### config.mk
export PLATFORM = sky130hd
export DESIGN_NAME = nx_node_mem_arbiter
export DESIGN_NICKNAME = d
export VERILOG_FILES = /design/src/rtl/nx_node_mem_arbiter_pkg.sv /design/src/rtl/nx_node_wr_fifo.sv /design/src/rtl/nx_node_mem_arbiter.sv
export SDC_FILE = /design/constraint.sdc
export NUM_CORES = 1
export LEC_CHECK = 0
export ABC_AREA = 1
export BUFFER_PORTS_ARGS = -buffer_cell sky130_fd_sc_hd__buf_4
export CORE_UTILIZATION = 47
export CTS_CLUSTER_SIZE = 16
export DETAILED_ROUTE_END_ITERATION = 7
export GPL_TIMING_DRIVEN = 1
export PLACE_DENSITY = 0.77
export SYNTH_ARGS = -nofsm -noshare
export SYNTH_HDL_FRONTEND = slang
export SYNTH_SLANG_ARGS = --single-unit
### constraint.sdc
create_clock -name i_clk -period 4.4 [get_ports i_clk]
set_input_delay 0.22 -clock i_clk [delete_from_list [all_inputs] [get_ports i_clk]]
set_output_delay 0.22 -clock i_clk [all_outputs]
set_load 0.01 [all_outputs]
### src/rtl/nx_node_mem_arbiter_pkg.sv
// Shared types and constants for the node data-RAM arbiter.
// Optional forwarding is selected by NX_MEM_ARB_FWD_EN (see nx_node_mem_arbiter).
package nx_node_mem_arbiter_pkg;

   localparam int RAM_ADDR_W             = 10;
   localparam int RAM_DATA_W             = 32;
   localparam int NODE_MEM_WR_FIFO_DEPTH = 4;

   typedef struct packed {
      logic [9:0] row;
      logic [1:0] slot;
      logic [7:0] data;
   } node_mem_write_t;

   function automatic logic [RAM_DATA_W-1:0] lane_strobe(input logic [1:0] slot);
      return 32'h0000_00FF << {slot, 3'd0};
   endfunction

   function automatic logic [RAM_DATA_W-1:0] replicate_byte(input logic [7:0] data);
      return {4{data}};
   endfunction

endpackage

### src/rtl/nx_node_wr_fifo.sv
// Inbound byte-write queue. With NX_MEM_ARB_FWD_EN defined it also exposes
// its storage and head pointer so the reader can search queued writes.
module nx_node_wr_fifo
   import nx_node_mem_arbiter_pkg::*;
#(
   parameter  int FIFO_DEPTH = NODE_MEM_WR_FIFO_DEPTH,
   localparam int PTR_W      = $clog2(FIFO_DEPTH),
   localparam int LVL_W      = PTR_W + 1
) (
   input  logic            i_clk,
   input  logic            i_rst,
   input  logic            i_push,
   input  node_mem_write_t i_push_data,
   input  logic            i_pop,
   output node_mem_write_t o_head,
   output logic [LVL_W-1:0] o_level,
   output logic            o_empty
`ifdef NX_MEM_ARB_FWD_EN
   ,
   output logic [PTR_W-1:0] o_head_ptr,
   output node_mem_write_t o_entries [FIFO_DEPTH]
`endif
);

   node_mem_write_t  mem_r [FIFO_DEPTH];
   logic [PTR_W-1:0] wr_ptr_r;
   logic [PTR_W-1:0] rd_ptr_r;
   logic [LVL_W-1:0] level_r;
   logic             pop_s;

   assign pop_s   = i_pop && (level_r != '0);
   assign o_head  = mem_r[rd_ptr_r];
   assign o_level = level_r;
   assign o_empty = (level_r == '0);

`ifdef NX_MEM_ARB_FWD_EN
   assign o_head_ptr = rd_ptr_r;
   assign o_entries  = mem_r;
`endif

   // storage, pointers and occupancy; pointers wrap naturally at the power-of-two depth
   always_ff @(posedge i_clk or negedge i_rst) begin
      if (!i_rst) begin
         for (int i = 0; i < FIFO_DEPTH; i++) begin
            mem_r[i] <= '0;
         end
         wr_ptr_r <= '0;
         rd_ptr_r <= '0;
         level_r  <= '0;
      end else begin
         if (i_push) begin
            mem_r[wr_ptr_r] <= i_push_data;
            wr_ptr_r        <= wr_ptr_r + PTR_W'(1);
         end
         if (pop_s) begin
            rd_ptr_r <= rd_ptr_r + PTR_W'(1);
         end
         case ({i_push, pop_s})
            2'b10:   level_r <= level_r + LVL_W'(1);
            2'b01:   level_r <= level_r - LVL_W'(1);
            default: level_r <= level_r;
         endcase
      end
   end

endmodule

### src/rtl/nx_node_mem_arbiter.sv
// Data-RAM arbiter: core has absolute priority, inbound byte writes drain in idle cycles.
// Define NX_MEM_ARB_FWD_EN to forward queued writes into core read data.
module nx_node_mem_arbiter
   import nx_node_mem_arbiter_pkg::*;
#(
   parameter  int FIFO_DEPTH = NODE_MEM_WR_FIFO_DEPTH,
   localparam int PTR_W      = $clog2(FIFO_DEPTH),
   localparam int LVL_W      = PTR_W + 1
) (
   input  logic                  i_clk,
   input  logic                  i_rst,
   input  logic [RAM_ADDR_W-1:0] i_core_addr,
   input  logic [RAM_DATA_W-1:0] i_core_wr_data,
   input  logic [RAM_DATA_W-1:0] i_core_wr_strb,
   input  logic                  i_core_rd_en,
   output logic [RAM_DATA_W-1:0] o_core_rd_data,
   input  logic [RAM_ADDR_W-1:0] i_in_row,
   input  logic [1:0]            i_in_slot,
   input  logic [7:0]            i_in_data,
   input  logic                  i_in_valid,
   output logic                  o_in_ready,
   output logic [RAM_ADDR_W-1:0] o_ram_addr,
   output logic [RAM_DATA_W-1:0] o_ram_wr_data,
   output logic [RAM_DATA_W-1:0] o_ram_wr_strb,
   output logic                  o_ram_rd_en,
   input  logic [RAM_DATA_W-1:0] i_ram_rd_data,
   output logic                  o_pending,
   output logic [LVL_W-1:0]      o_level
);

   logic            core_act_s;
   logic            push_s;
   logic            pop_s;
   logic            empty_s;
   logic            rd_valid_r;
   node_mem_write_t head_s;
   node_mem_write_t push_data_s;
   logic [LVL_W-1:0] level_s;

   assign core_act_s  = i_core_rd_en || (|i_core_wr_strb);
   assign pop_s       = !core_act_s && !empty_s;
   // ready never looks at this cycle's pop; held low throughout reset
   assign o_in_ready  = i_rst && (level_s < LVL_W'(FIFO_DEPTH));
   assign push_s      = i_in_valid && o_in_ready;
   assign push_data_s = '{row: i_in_row, slot: i_in_slot, data: i_in_data};
   assign o_pending   = !empty_s;
   assign o_level     = level_s;

`ifdef NX_MEM_ARB_FWD_EN
   logic [PTR_W-1:0] head_ptr_s;
   node_mem_write_t  entries_s [FIFO_DEPTH];
   logic [31:0]      fwd_bytes_s;
   logic [3:0]       fwd_mask_s;
   logic [31:0]      fwd_bytes_r;
   logic [3:0]       fwd_mask_r;
`endif

   nx_node_wr_fifo #(.FIFO_DEPTH(FIFO_DEPTH)) u_wr_fifo (
      .i_clk       (i_clk),
      .i_rst       (i_rst),
      .i_push      (push_s),
      .i_push_data (push_data_s),
      .i_pop       (pop_s),
      .o_head      (head_s),
      .o_level     (level_s),
      .o_empty     (empty_s)
`ifdef NX_MEM_ARB_FWD_EN
      ,
      .o_head_ptr  (head_ptr_s),
      .o_entries   (entries_s)
`endif
   );

   // RAM port mux: core passthrough, else drain head entry, else quiet
   always_comb begin
      o_ram_addr    = '0;
      o_ram_wr_data = '0;
      o_ram_wr_strb = '0;
      o_ram_rd_en   = 1'b0;
      if (core_act_s) begin
         o_ram_addr    = i_core_addr;
         o_ram_wr_data = i_core_wr_data;
         o_ram_wr_strb = i_core_wr_strb;
         o_ram_rd_en   = i_core_rd_en;
      end else if (pop_s) begin
         o_ram_addr    = head_s.row;
         o_ram_wr_data = replicate_byte(head_s.data);
         o_ram_wr_strb = lane_strobe(head_s.slot);
      end else begin
         o_ram_addr    = '0;
      end
   end

`ifdef NX_MEM_ARB_FWD_EN
   // merge queued writes to the read row, oldest first so newer bytes win
   always_comb begin : fwd_merge
      logic [PTR_W-1:0] idx;
      fwd_bytes_s = '0;
      fwd_mask_s  = '0;
      idx         = '0;
      for (int i = 0; i < FIFO_DEPTH; i++) begin
         idx = head_ptr_s + PTR_W'(i);
         if ((LVL_W'(i) < level_s) && (entries_s[idx].row == i_core_addr)) begin
            fwd_mask_s[entries_s[idx].slot]                     = 1'b1;
            fwd_bytes_s[{entries_s[idx].slot, 3'd0} +: 8]       = entries_s[idx].data;
         end else begin
            fwd_mask_s = fwd_mask_s;
         end
      end
   end

   // read-valid and forwarding registers
   always_ff @(posedge i_clk or negedge i_rst) begin
      if (!i_rst) begin
         rd_valid_r  <= 1'b0;
         fwd_bytes_r <= '0;
         fwd_mask_r  <= '0;
      end else begin
         rd_valid_r  <= i_core_rd_en;
         fwd_bytes_r <= i_core_rd_en ? fwd_bytes_s : 32'h0000_0000;
         fwd_mask_r  <= i_core_rd_en ? fwd_mask_s  : 4'h0;
      end
   end

   // lane-wise select between forwarded bytes and RAM data
   always_comb begin
      o_core_rd_data = '0;
      if (rd_valid_r) begin
         for (int l = 0; l < 4; l++) begin
            o_core_rd_data[l*8 +: 8] = fwd_mask_r[l] ? fwd_bytes_r[l*8 +: 8]
                                                     : i_ram_rd_data[l*8 +: 8];
         end
      end else begin
         o_core_rd_data = '0;
      end
   end
`else
   // read-valid register
   always_ff @(posedge i_clk or negedge i_rst) begin
      if (!i_rst) begin
         rd_valid_r <= 1'b0;
      end else begin
         rd_valid_r <= i_core_rd_en;
      end
   end

   // raw RAM data, zero outside a read return cycle
   always_comb begin
      o_core_rd_data = '0;
      if (rd_valid_r) begin
         o_core_rd_data = i_ram_rd_data;
      end else begin
         o_core_rd_data = '0;
      end
   end
`endif

endmodule

* Word level (Yosys, flattened, before mapping)
Index checks and enable logic that the tools add are counted.
Word-level totals: register bits after elaboration 88, bits of input ports 130, output and inout bits 112, logic and storage cells 56
Operators by class: add/sub/neg operators 4, order comparisons 4, equal/unequal tests 2, shift operators 1, mux-type cells 15, bitwise logic cells 2, reduce and logical (&&, ||, !) cells 12
Operators by type and width (number):
- $mux 32 | 5
- $bwmux 80 | 1
- $mux 20 | 3
- $bmux 20 s2 | 1
- $demux 20 s2 | 1
- $reduce_or 32->1 | 1
- $shl 8x5->32 const A | 1
- $mux 10 | 2
- $ge 3x3->1 const B | 2
- $not 2->3 | 2
- $pmux 3 s2 | 1
- $logic_and 1x1->1 | 5
- $add 2x1->2 const B | 2
- $add 3x1->3 const B | 1
- $logic_not 3->1 | 1
- $lt 3x1->1 const B | 1
- $lt 3x3->1 const B | 1
- $reduce_bool 3->1 | 1
- $sub 3x1->3 const B | 1
- $eq 2x1->1 const B | 1
- $eq 2x2->1 const B | 1
- $logic_not 1->1 | 2
- $reduce_bool 2->1 | 1
- $logic_or 1x1->1 | 1
- $mux 1 | 1

* Depth between registers and ports, before layout
depth after elaboration 7, mapped depth 13

* By module
From an unflattened synthesis, not the netlist that was laid out.
Unflattened totals: cell total of the unflattened synthesis 771, area, all modules 5396.4 um^2
By module, submodules not included:
- nx_node_wr_fifo | times used 1, cells an instance 482, area an instance 4182.8 um^2, sequential area each 2177.1 um^2
- nx_node_mem_arbiter | times used 1, cells an instance 289, area an instance 1213.7 um^2, sequential area each 25.0 um^2

* Least setup slack after synthesis
No wires, ideal clock.
path kind in2reg, start point in i_core_rd_en, end point reg u_wr_fifo.level_r[2] (netlist: u_wr_fifo.o_level[2]), library setup time 0.126 ns, arrival 1.765 ns, setup slack 2.509 ns, stages on the path 13, path buffers 0, cell sequence nor2_1 -> nand2_1 -> nor2_1 -> nand2_1 -> nor2_1 -> nand3_1 -> inv_1 -> ha_1 -> inv_1 -> fa_1 -> a21oi_1 -> o21ai_0 -> xnor2_1
Between the ends: word-level cells in the longest chain between the ends 6
Ends and longest elaborated chain:
- start, declared | line nx_node_mem_arbiter.sv:15 | input logic i_core_rd_en,
- $logic_or 1x1->1 (*) | line nx_node_mem_arbiter.sv:40 | assign core_act_s = i_core_rd_en || (|i_core_wr_strb);
- $logic_not 1->1 (*) | line nx_node_mem_arbiter.sv:41 | assign pop_s = !core_act_s && !empty_s;
- $logic_and 1x1->1 (*) | line nx_node_mem_arbiter.sv:41
- $logic_and 1x1->1 (*) | line nx_node_wr_fifo.sv:31 | assign pop_s = i_pop && (level_r != '0);
- named net u_wr_fifo.pop_s | line nx_node_wr_fifo.sv:29 | logic pop_s;
- $eq 2x1->1 / $eq 2x2->1 (equally long branches) | line nx_node_wr_fifo.sv:58 | case ({i_push, pop_s})
- $pmux 3 s2 / $reduce_bool 2->1 (equally long branches)
- end signal, assigned | line nx_node_wr_fifo.sv:59 | 2'b10: level_r <= level_r + LVL_W'(1);
- end signal, assigned | line nx_node_wr_fifo.sv:60 | 2'b01: level_r <= level_r - LVL_W'(1);
- end signal, assigned | line nx_node_wr_fifo.sv:61 | default: level_r <= level_r;
- end, declared | line nx_node_wr_fifo.sv:28 | logic [LVL_W-1:0] level_r;
Mark *: on every way through the listed nets, which the timed path passes. The rest lies on a longest branch. A chain may end at the register's enable or synchronous reset.

* Worst setup path in the final report
start point reg u_wr_fifo.rd_ptr_r[1], end point out o_ram_wr_strb[12]
Between the ends: word-level cells in the longest chain between the ends 7
Ends and longest elaborated chain:
- start, declared | line nx_node_wr_fifo.sv:27 | logic [PTR_W-1:0] rd_ptr_r;
- start signal, assigned | line nx_node_wr_fifo.sv:56 | rd_ptr_r <= rd_ptr_r + PTR_W'(1);
- $not 2->3 (not written as such) | line nx_node_wr_fifo.sv:32 | assign o_head = mem_r[rd_ptr_r];
- $bmux 20 s2 | line nx_node_wr_fifo.sv:32
- $mux 20 (not written as such) (2 in a row) | line nx_node_wr_fifo.sv:32
- $shl 8x5->32 | line nx_node_mem_arbiter_pkg.sv:16 | return 32'h0000_00FF << {slot, 3'd0};
- $mux 32 | line nx_node_mem_arbiter.sv:85 | end else if (pop_s) begin
- $mux 32 | line nx_node_mem_arbiter.sv:80 | if (core_act_s) begin
- end, declared | line nx_node_mem_arbiter.sv:24 | output logic [RAM_DATA_W-1:0] o_ram_wr_strb,
No other way between the ends. The select of a mux whose other input is x is not followed.

==> summary.txt <==
top cells by count, synth - nand2_1, o21ai_0, inv_1, dfrtp_1, nor2_1
Least-Margin Pin Slew - 999 ps
Clk Latency, worst-skew pair - 360 ps
initial antenna violation count - 0
Worst Hold Class - input pin to flip-flop
PwrDens - 407 nW/um^2
Synth Register Bits - 88
routed len/inst - 15.8 um
Hold Buf Count CTS - 2
post-synth cell types - 24
First-pass DRT Iterations - 5
die area - 11200 um^2
maximum fanout along the worst path - 23
Setup Viol. Count Final - 0
DP HPWL - 12.6 mm
Inserted Diodes - 0
most area-hungry cell type in the Yosys netlist - dfrtp_1
dominant cells by area after synthesis - dfrtp_1, nand2_1, o21ai_0
global-route wire length before repair - 26.8 mm
Compound-Gate Fraction of Synth Area - 14.8%
Post-Syn Instances - 731
Area growth syn-to-layout - 40.8%
post-CTS sizing - 0
Post-synth EDFFs - 0
GRT Overall Usage - 31.1%
DRC - 0
chip height - 106 um
layout filler cell count - 924
critical path arrival - 2880 ps
leak pwr - 4.20 nW
Fin. Hold Viols - 0
area share of and/or/nand/nor cells after synthesis - 28.1%
maximum clock path buffer count - 2
min cycle time layout - 3100 ps
die width - 106 um
VDD IR-drop max - 266 uV
# Max-Cap Violations - 0
largest family of logic cells by synthesized area - simple AND/OR/NAND/NOR gates
Syn Nets - 867
Nets - 1087
post-synth top area share - 43.6%
register area - 2200 um^2
Final Cell Area - 7110 um^2
startpoint types - flip-flop
multi-input logic area - 2280 um^2
Avg Cell Area, Syn - 6.91 um^2
Ports - 242
f_max - 323 MHz
DR vias - 5545
largest net degree at the start of global routing - 53
# Post-CTS Setup Buffers - 0
Non-Filler Instances - 1092
share of cells above drive strength 1 - 29.3%
Initial Util - 48.7%
register area share after synthesis - 43.6%
Routed Antenna Nets - 0
routability congestion estimate from global placement - 0.863
clk root buf - clkbuf_8
CTS Buf Count - 9
fin crit share - 70.5%
Async SR Flop Fraction - 100%
Post-Synth Adder-Cell Area - 1.63%
CP Class - flip-flop to output pin
Port Buffers - 241
clock skew - 7.90 ps
vias per cell - 5.08
H-tree levels - 3
vias in the first global route - 5177
cell area after synthesis - 5050 um^2
max-slew violations - 0
DP Area - 6900 um^2
Rel. slew slack - 33.4%
placed cells - 1074
most common cell in the synthesized netlist - nand2_1
core footprint - 10400 um^2
final core occ - 68.6%
xor/xnor share of the synthesized area - 0.694%
status - finished clean
GRT overflow - 0
setup TNS - 0 ps
drt initial violations - 484
WP data required - 4180 ps
mux cell area share after synthesis - 0%
TritonCTS clock tree - done
TritonCTS Sinks - 88
Top FF cell, synth - dfrtp_1
CTS clk-pin slew, worst paths - 80 ps
critical path endpoint category - output pin
Synth Warn # - 0
row count - 37
total wire length - 17.2 mm
unrepaired setup endpoints after global routing - no
[worst paths after layout]
kind / from / endpoint / slack, ps / depth (start not counted)
worst max-delay path: u_wr_fifo.rd_ptr_r[1]$_DFFE_PN0P_ / o_ram_wr_strb[12] / 1300 / 7
worst max register to register: u_wr_fifo.o_level[0]$_DFFE_PN0P_ / u_wr_fifo.o_level[2]$_DFFE_PN0P_ / 2010 / 10
worst min-delay path: i_in_row[7] / u_wr_fifo.mem_r[57]$_DFFE_PN0P_ / 170 / 3
max in group asynchronous: i_rst / u_wr_fifo.mem_r[0]$_DFFE_PN0P_ / 3010 / 3
min in group asynchronous: i_rst / u_wr_fifo.mem_r[16]$_DFFE_PN0P_ / 360 / 2
worst min register to register: u_wr_fifo.mem_r[57]$_DFFE_PN0P_ / u_wr_fifo.mem_r[57]$_DFFE_PN0P_ / 480 / 2
[critical path, cell delays in order, from the launching register on]
cell     delay (ps)
dfrtp_1         830
inv_1           540
a21oi_1         240
o21ai_0         130
a21oi_1         220
nand3_1         270
nand2_1         140
buf_4           130
[state kept, by name, indices dropped and copies added, names as in the netlist]
| signal | cells |
|---|---|
| u_wr_fifo.o_level | 3 |
| rd_valid_r | 1 |
| u_wr_fifo.mem_r | 80 |
| u_wr_fifo.wr_ptr_r | 2 |
| u_wr_fifo.rd_ptr_r | 2 |
[metrics by stage]
step	worst slack, ps	total power [mW]	hold WS, ps
3_3_place_gp	1780	2.28	201
6_report	1300	2.89	167
4_1_cts	1300	2.91	157
3_5_place_dp	1710	2.34	212
2_1_floorplan	2510	1.93	-75.6
5_1_grt	1100	3.11	181
[report_power, final]
| group | total, mW | switching, mW | internal, mW |
|---|---|---|---|
| Clock | 0.560 | 0.280 | 0.279 |
| Combinational | 0.958 | 0.540 | 0.418 |
| Sequential | 1.38 | 0.205 | 1.17 |
| Total | 2.89 | 1.03 | 1.87 |
[logic make-up after synthesis]
family | count (synthesis)
flops | 88
compound gates | 144
fa+ha+maj | 6
simple gates | 347
buf+inv | 142
xor+xnor | 4
[layout by cell type, fill, tap and decap left out, drive strengths merged]
| cell type | instances |
|---|---|
| clkinv | 1 |
| xor2 | 2 |
| nand2 | 257 |
| buf | 248 |
| o22ai | 18 |
| dlygate4sd3 | 2 |
| inv | 101 |
| a21oi | 4 |
| bufinv | 1 |
| clkbuf | 12 |
| nand4 | 2 |
| clkinvlp | 2 |
| xnor2 | 2 |
| o21ai | 122 |
| ha | 5 |
| nand3 | 25 |
| nor2 | 62 |
| dfrtp | 88 |
| nor3 | 1 |
| fa | 1 |
[area by class of cell]
cell class | count | share of cell area [%]
clock buffer | 12 | 2.04
clock inverter | 4 | 0.756
inverter | 101 | 5.33
multi-input combinational | 501 | 32.1
sequential | 88 | 31.0
tap | 136 | 2.39
timing repair buffer | 250 | 26.5
[routing by layer]
metal	wire length, um	global-route usage [%]	up-vias
li1	-	-	2694
met1	6880	38.2	2588
met2	8580	53.3	225
met3	1220	5.63	38
met4	559	13.6	0
met5	0	0	-
No activity file was read; power rests on OpenSTA's default activity.
